**config.mk**
```make
export PLATFORM = sky130hd
export DESIGN_NAME = lsu_byte_sequencer
export DESIGN_NICKNAME = d
export VERILOG_FILES = /design/src/rtl/lsu_byte_sequencer.sv
export SDC_FILE = /design/constraint.sdc
export NUM_CORES = 1
export LEC_CHECK = 0
export ABC_AREA = 0
export CORE_MARGIN = 2
export CORE_UTILIZATION = 50
export CTS_BUF_LIST = sky130_fd_sc_hd__clkbuf_8
export DETAILED_ROUTE_END_ITERATION = 6
export HOLD_SLACK_MARGIN = 0.1
export PLACE_DENSITY = 0.79
export SLEW_MARGIN = 25
export SYNTH_ARGS = -nofsm -noshare
export SYNTH_HDL_FRONTEND = slang
export SYNTH_SLANG_ARGS = --single-unit
```
**constraint.sdc**
```tcl
create_clock -name clk -period 2.9 [get_ports clk]
set_input_delay 0.29 -clock clk [delete_from_list [all_inputs] [get_ports clk]]
set_output_delay 0.29 -clock clk [all_outputs]
set_load 0.02 [all_outputs]
```
**src/rtl/lsu_byte_sequencer.sv**
```systemverilog
`default_nettype none
// ============================================================================
//  Module     : lsu_byte_sequencer
//  Description: Load/store sequencer between the execute stage and a
//               byte-wide data memory. Takes one request at a time over a
//               valid/ready handshake, splits LB/LH/LW (SB/SH/SW) accesses
//               into little-endian byte beats, reassembles load bytes and
//               sign/zero-extends them, then emits a one-cycle response.
//
//  Ports      : clk, rst_n            clock, asynchronous active-low reset
//               req_valid/req_ready   request handshake
//               req_we, req_func3     store flag, RV32 funct3 size/sign code
//               req_addr, req_wdata   byte address, store data
//               rsp_valid             one-cycle response pulse
//               rsp_rdata, rsp_err    extended load data, error flag
//               mem_en, mem_we        byte beat strobe, beat is a write
//               mem_addr, mem_wdata   beat byte address, beat write byte
//               mem_rdata             read byte, valid the cycle after a read
//
//  Config     : `define MISALIGN_TRAP_EN to trap misaligned halfword/word
//               accesses instead of serialising them bytewise.
//
//  Revision   : 1.0  initial release
// ============================================================================
module lsu_byte_sequencer #(
    parameter int DEPTH  = 1024,
    parameter int ADDR_W = 10
) (
    input  logic              clk,
    input  logic              rst_n,
    input  logic              req_valid,
    output logic              req_ready,
    input  logic              req_we,
    input  logic [2:0]        req_func3,
    input  logic [31:0]       req_addr,
    input  logic [31:0]       req_wdata,
    output logic              rsp_valid,
    output logic [31:0]       rsp_rdata,
    output logic              rsp_err,
    output logic              mem_en,
    output logic              mem_we,
    output logic [ADDR_W-1:0] mem_addr,
    output logic [7:0]        mem_wdata,
    input  logic [7:0]        mem_rdata
);

    typedef enum logic [1:0] {
        S_IDLE = 2'd0,
        S_BEAT = 2'd1,
        S_LAST = 2'd2,
        S_RESP = 2'd3
    } state_t;

    state_t              r_state;
    state_t              w_next;

    logic                r_we;
    logic [2:0]          r_func3;
    logic [ADDR_W-1:0]   r_addr;
    logic [31:0]         r_wdata;
    logic                r_err;
    logic [1:0]          r_idx;
    logic [1:0]          r_last_idx;
    logic [31:0]         r_rdata;

    logic                w_accept;
    logic [1:0]          w_last_idx;
    logic [32:0]         w_end_addr;
    logic                w_range_err;
    logic                w_f3_err;
    logic                w_mis_err;
    logic                w_req_err;
    logic [1:0]          w_cap_idx;
    logic [7:0]          w_beat_byte;
    logic                w_sign;
    logic [31:0]         w_ext;

    assign w_accept = req_valid && (r_state == S_IDLE);

    // Index of the final beat: 0/1/3 for byte/half/word.
    always_comb begin
        w_last_idx = 2'd3;
        case (req_func3[1:0])
            2'b00:   w_last_idx = 2'd0;
            2'b01:   w_last_idx = 2'd1;
            default: w_last_idx = 2'd3;
        endcase
    end

    // Range check widened to 33 bits so an address near 2**32 cannot wrap
    // around and appear to be in range.
    assign w_end_addr  = {1'b0, req_addr} + 33'(w_last_idx) + 33'd1;
    assign w_range_err = (w_end_addr > 33'(DEPTH));

    always_comb begin
        w_f3_err = 1'b1;
        if (req_we) begin
            w_f3_err = (req_func3 > 3'b010);
        end else begin
            case (req_func3)
                3'b000, 3'b001, 3'b010, 3'b100, 3'b101: w_f3_err = 1'b0;
                default:                                w_f3_err = 1'b1;
            endcase
        end
    end

`ifdef MISALIGN_TRAP_EN
    assign w_mis_err = ((req_func3[1:0] == 2'b01) && req_addr[0]) ||
                       ((req_func3[1:0] == 2'b10) && (req_addr[1:0] != 2'b00));
`else
    assign w_mis_err = 1'b0;
`endif

    assign w_req_err = w_f3_err || w_range_err || w_mis_err;

    // A read byte arrives one cycle after its beat, so in BEAT we capture the
    // previous beat's byte, and LAST picks up the final one.
    assign w_cap_idx = (r_state == S_LAST) ? r_last_idx : (r_idx - 2'd1);

    always_ff @(posedge clk or negedge rst_n) begin
        if (!rst_n) begin
            r_state    <= S_IDLE;
            r_we       <= 1'b0;
            r_func3    <= 3'b000;
            r_addr     <= '0;
            r_wdata    <= 32'h0;
            r_err      <= 1'b0;
            r_idx      <= 2'd0;
            r_last_idx <= 2'd0;
            r_rdata    <= 32'h0;
        end else begin
            r_state <= w_next;
            if (w_accept) begin
                r_we       <= req_we;
                r_func3    <= req_func3;
                r_addr     <= req_addr[ADDR_W-1:0];
                r_wdata    <= req_wdata;
                r_err      <= w_req_err;
                r_idx      <= 2'd0;
                r_last_idx <= w_last_idx;
                r_rdata    <= 32'h0;
            end else if ((r_state == S_LAST) ||
                         ((r_state == S_BEAT) && !r_we && (r_idx != 2'd0))) begin
                if (r_state == S_BEAT) begin
                    r_idx <= r_idx + 2'd1;
                end
                case (w_cap_idx)
                    2'd0:    r_rdata[7:0]   <= mem_rdata;
                    2'd1:    r_rdata[15:8]  <= mem_rdata;
                    2'd2:    r_rdata[23:16] <= mem_rdata;
                    default: r_rdata[31:24] <= mem_rdata;
                endcase
            end else if (r_state == S_BEAT) begin
                r_idx <= r_idx + 2'd1;
            end
        end
    end

    always_comb begin
        w_beat_byte = r_wdata[7:0];
        case (r_idx)
            2'd0:    w_beat_byte = r_wdata[7:0];
            2'd1:    w_beat_byte = r_wdata[15:8];
            2'd2:    w_beat_byte = r_wdata[23:16];
            default: w_beat_byte = r_wdata[31:24];
        endcase
    end

    // funct3[2] set means the unsigned variant (LBU/LHU).
    assign w_sign = ~r_func3[2];

    always_comb begin
        w_ext = r_rdata;
        case (r_func3[1:0])
            2'b00:   w_ext = {{24{w_sign & r_rdata[7]}},  r_rdata[7:0]};
            2'b01:   w_ext = {{16{w_sign & r_rdata[15]}}, r_rdata[15:0]};
            default: w_ext = r_rdata;
        endcase
    end

    // Outputs are decoded from registered state, so an asynchronous reset
    // drops mem_en immediately.
    always_comb begin
        w_next    = r_state;
        req_ready = 1'b0;
        mem_en    = 1'b0;
        mem_we    = 1'b0;
        mem_addr  = '0;
        mem_wdata = 8'h00;
        rsp_valid = 1'b0;
        rsp_rdata = 32'h0;
        rsp_err   = 1'b0;
        case (r_state)
            S_IDLE: begin
                req_ready = 1'b1;
                if (req_valid) begin
                    w_next = w_req_err ? S_RESP : S_BEAT;
                end
            end
            S_BEAT: begin
                mem_en    = 1'b1;
                mem_we    = r_we;
                mem_addr  = r_addr + ADDR_W'(r_idx);
                mem_wdata = w_beat_byte;
                if (r_idx == r_last_idx) begin
                    w_next = r_we ? S_RESP : S_LAST;
                end
            end
            S_LAST: begin
                w_next = S_RESP;
            end
            default: begin
                rsp_valid = 1'b1;
                rsp_err   = r_err;
                rsp_rdata = (r_err || r_we) ? 32'h0 : w_ext;
                w_next    = S_IDLE;
            end
        endcase
    end

endmodule
`default_nettype wire
```
==> flow_summary.ini <==
[route]
routedWlPerCell_um = 16.7
vias_per_cell = 5.53
drc = 0
num_vias = 4432
postRouteAntennaNets = 0
first_pass_iters = 5
drt_iter0_drc = 207
finalWirelength_um = 13400

[sta]
worst_pin_slew_ns = 0.903
setup_viol = 0
fin_skew_ns = 0.0111
fmax_ghz = 0.360
fin_setup_tns_ns = 0
slew_headroom_pct = 39.8
maxSlewViolCount = 0
worst_hold_slack_ns = 0.332
min_period_ns = 2.78
rsz0062_at_grt = false
fin_ws_ns = 0.124
post-route-period-util_pct = 95.7
hold_viol_final = 0

[die]
die_h_um = 104
die_w_um = 104
num_rows = 36
initial_core_util_pct = 51.4
core_region_area_um2 = 9770
die-area_um2 = 10900
ioPinCount = 134

[clocking]
clock_sinks = 85
htreeDepth = 3
clk_latency_ns = 0.36
cts_tree = yes
path_clk_slew_ns = 0.07
postCtsSetupBuffers = 0
max-clock-path-buffers = 2
cts_buffers = 9
ctsRootBufferMaster = clkbuf_8

[synth]
yosysSeqAreaShare_pct = 42.3
ys_warn_count = 0
syn_nets = 609
yosys-top-cells-count = dfrtp_1, mux2_2, nand2_1, o21ai_0, a21oi_1
synthTopCellsByArea = dfrtp_1, mux2_2, o21ai_0, and2_1, a21oi_1
yosysMostFrequentCell = dfrtp_1
synth_largest_area_cell = dfrtp_1
synth_edf_count = 0
synth.distinct_cells = 55
synth_seq_cells = 85
synth_area_um2 = 5020
synth_area_per_cell_um2 = 9.74
synthArstFlopShare_pct = 100
synth_cells = 516
yosys.area.top_type_share_pct = 42.3
synth_flop_cell = dfrtp_1

[layout]
drive_above_1_share_pct = 20.0
syn_to_final_growth_pct = 38.2
final_nets = 757
post-route-util_pct = 71.0
n_antenna_cell = 0

[global_routing]
grt_pass1_wl_um = 22000
grt_pass1_vias = 4532
grt_max_degree = 56
grt-ovfl-total = 0
antenna_found_initial = 0
grt_usage_pct = 25.0

[power]
power_frac_clock_pct = 14.8
p_int_mw = 3.73
p_sw_mw = 2.34
total_power_mw = 6.07
combPwrFrac_pct = 49.2
ir_drop_mv = 0.362
p_seq_share_pct = 36.0
cellPowerDensity_nw_per_um2 = 875
switching_share_pct = 38.6
leakagePower_nw = 2.93

[setup_path]
crit_fanout = 7
slowest_delay_ns = 0.60
crit_arrival_ns = 2.49
slowest_stage = clkdlybuf4s50_1
critPathLaunchType = register
cp_cell_sequence = ha_1 > fa_1 > nand3_1 > xnor2_1 > and2_1 > clkdlybuf4s50_1
crit_type = reg -> out
critPathRequiredTime_ns = 2.61
crit_path_end_kind = primary output

[placed_design]
place_hpwl_um = 10100
gp_congestion = 0.924
io_buffers = 133
pre_cts_ws_ns = -0.418

[min_path]
hp-class = in -> reg

[flow_run]
maxCapViolCount = 0

[status]
status = complete, no violations
==> cells in the final DEF (no fill, tap or decap), types with 6 or more instances in the layout <==
cell type,Yosys,final
o21ai_0,46,46
ha_1,12,10
xor2_1,6,6
nand4_1,10,10
inv_1,30,30
nand3_1,15,15
nand2_1,48,47
buf_4,1,32
clkdlybuf4s50_1,0,129
a222oi_1,8,8
a21oi_1,36,34
nor2_1,15,14
and2_1,29,29
clkbuf_8,0,12
and3_1,13,13
mux2_2,62,62
xnor2_1,11,11
dfrtp_1,85,83
==> repair_timing <==
item,4_1_cts,5_1_grt
resized for setup,3,16
hold buffers,1,0
pin swaps,1,7
hold endpoints to repair,53,0
gates cloned,0,0
endpoints found under the setup margin,6,8
==> state kept, by name (all words and copies together) (netlist names) <==
name	count
r_state	2
r_last_idx	2
r_rdata	32
r_err	1
r_addr	10
r_we	1
r_wdata	32
r_idx	2
r_func3	3
==> layer usage <==
metal | part of all wire [%] | up-vias | GRT usage, %
met2 | 51 | 138 | 43.8
li1 | - | 2131 | -
met4 | 2.5 | 0 | 10.0
met1 | 42 | 2137 | 31.5
met5 | 0 | - | 0
met3 | 5.0 | 26 | 2.63
==> worst max-delay path: cells and delay by family, from the launching register on <==
family	cells	cell delay, ns
XOR/XNOR	1	0.12
buffers and inverters	1	0.60
AND/OR/NAND/NOR	2	0.26
flip-flops	1	0.47
adder cells (fa/ha/maj)	2	0.68
==> cell families (layout without fill, tap and decap cells) <==
group,after synthesis,after routing,synth area share [%]
compound gates,116,116,14.1
buf+inv,58,211,4.46
simple gates,158,158,17.1
fa+ha+maj,14,14,3.79
mux,68,68,15.2
xor+xnor,17,17,2.96
flops,85,85,42.3
==> power by group through the flow <==
stage | Sequential, mW | Combinational (mW) | Clock [mW]
finish | 2.19 | 2.99 | 0.898
global route | 2.26 | 3.29 | 0.975
CTS | 2.18 | 2.98 | 0.918
detailed placement | 2.20 | 2.96 | 0
global placement | 2.16 | 2.88 | 0
floorplan | 2.05 | 2.05 | 0
==> stage by stage <==
stage	cells	cell area, um^2
2_1_floorplan	516	5020
3_3_place_gp	785	6640
3_5_place_dp	785	6640
4_1_cts	802	6870
5_1_grt	802	6940
6_report	802	6940
==> path summary, 6_finish.rpt <==
check	startpoint	end	slack, ns	cells after the start
min in group asynchronous	rst_n	r_wdata[20]	0.53	2
max	r_idx[0]	mem_addr[4]	0.12	6
max in group asynchronous	rst_n	r_idx[0]	1.64	3
max reg2reg	r_idx[1]	r_rdata[0]	0.45	7
min	req_func3[1]	r_last_idx[0]	0.33	3
min reg2reg	r_addr[0]	r_addr[0]	0.50	2
==> final cells by class <==
| class | count | area (um^2) |
|---|---|---|
| fill | 779 | 2830 |
| clock inverter | 4 | 52.6 |
| inverter | 30 | 113 |
| multi-input combinational | 373 | 2740 |
| tap | 133 | 166 |
| sequential | 85 | 2130 |
| timing repair buffer | 165 | 1580 |
| clock buffer | 12 | 165 |
Power figures use the tool's default switching activity.
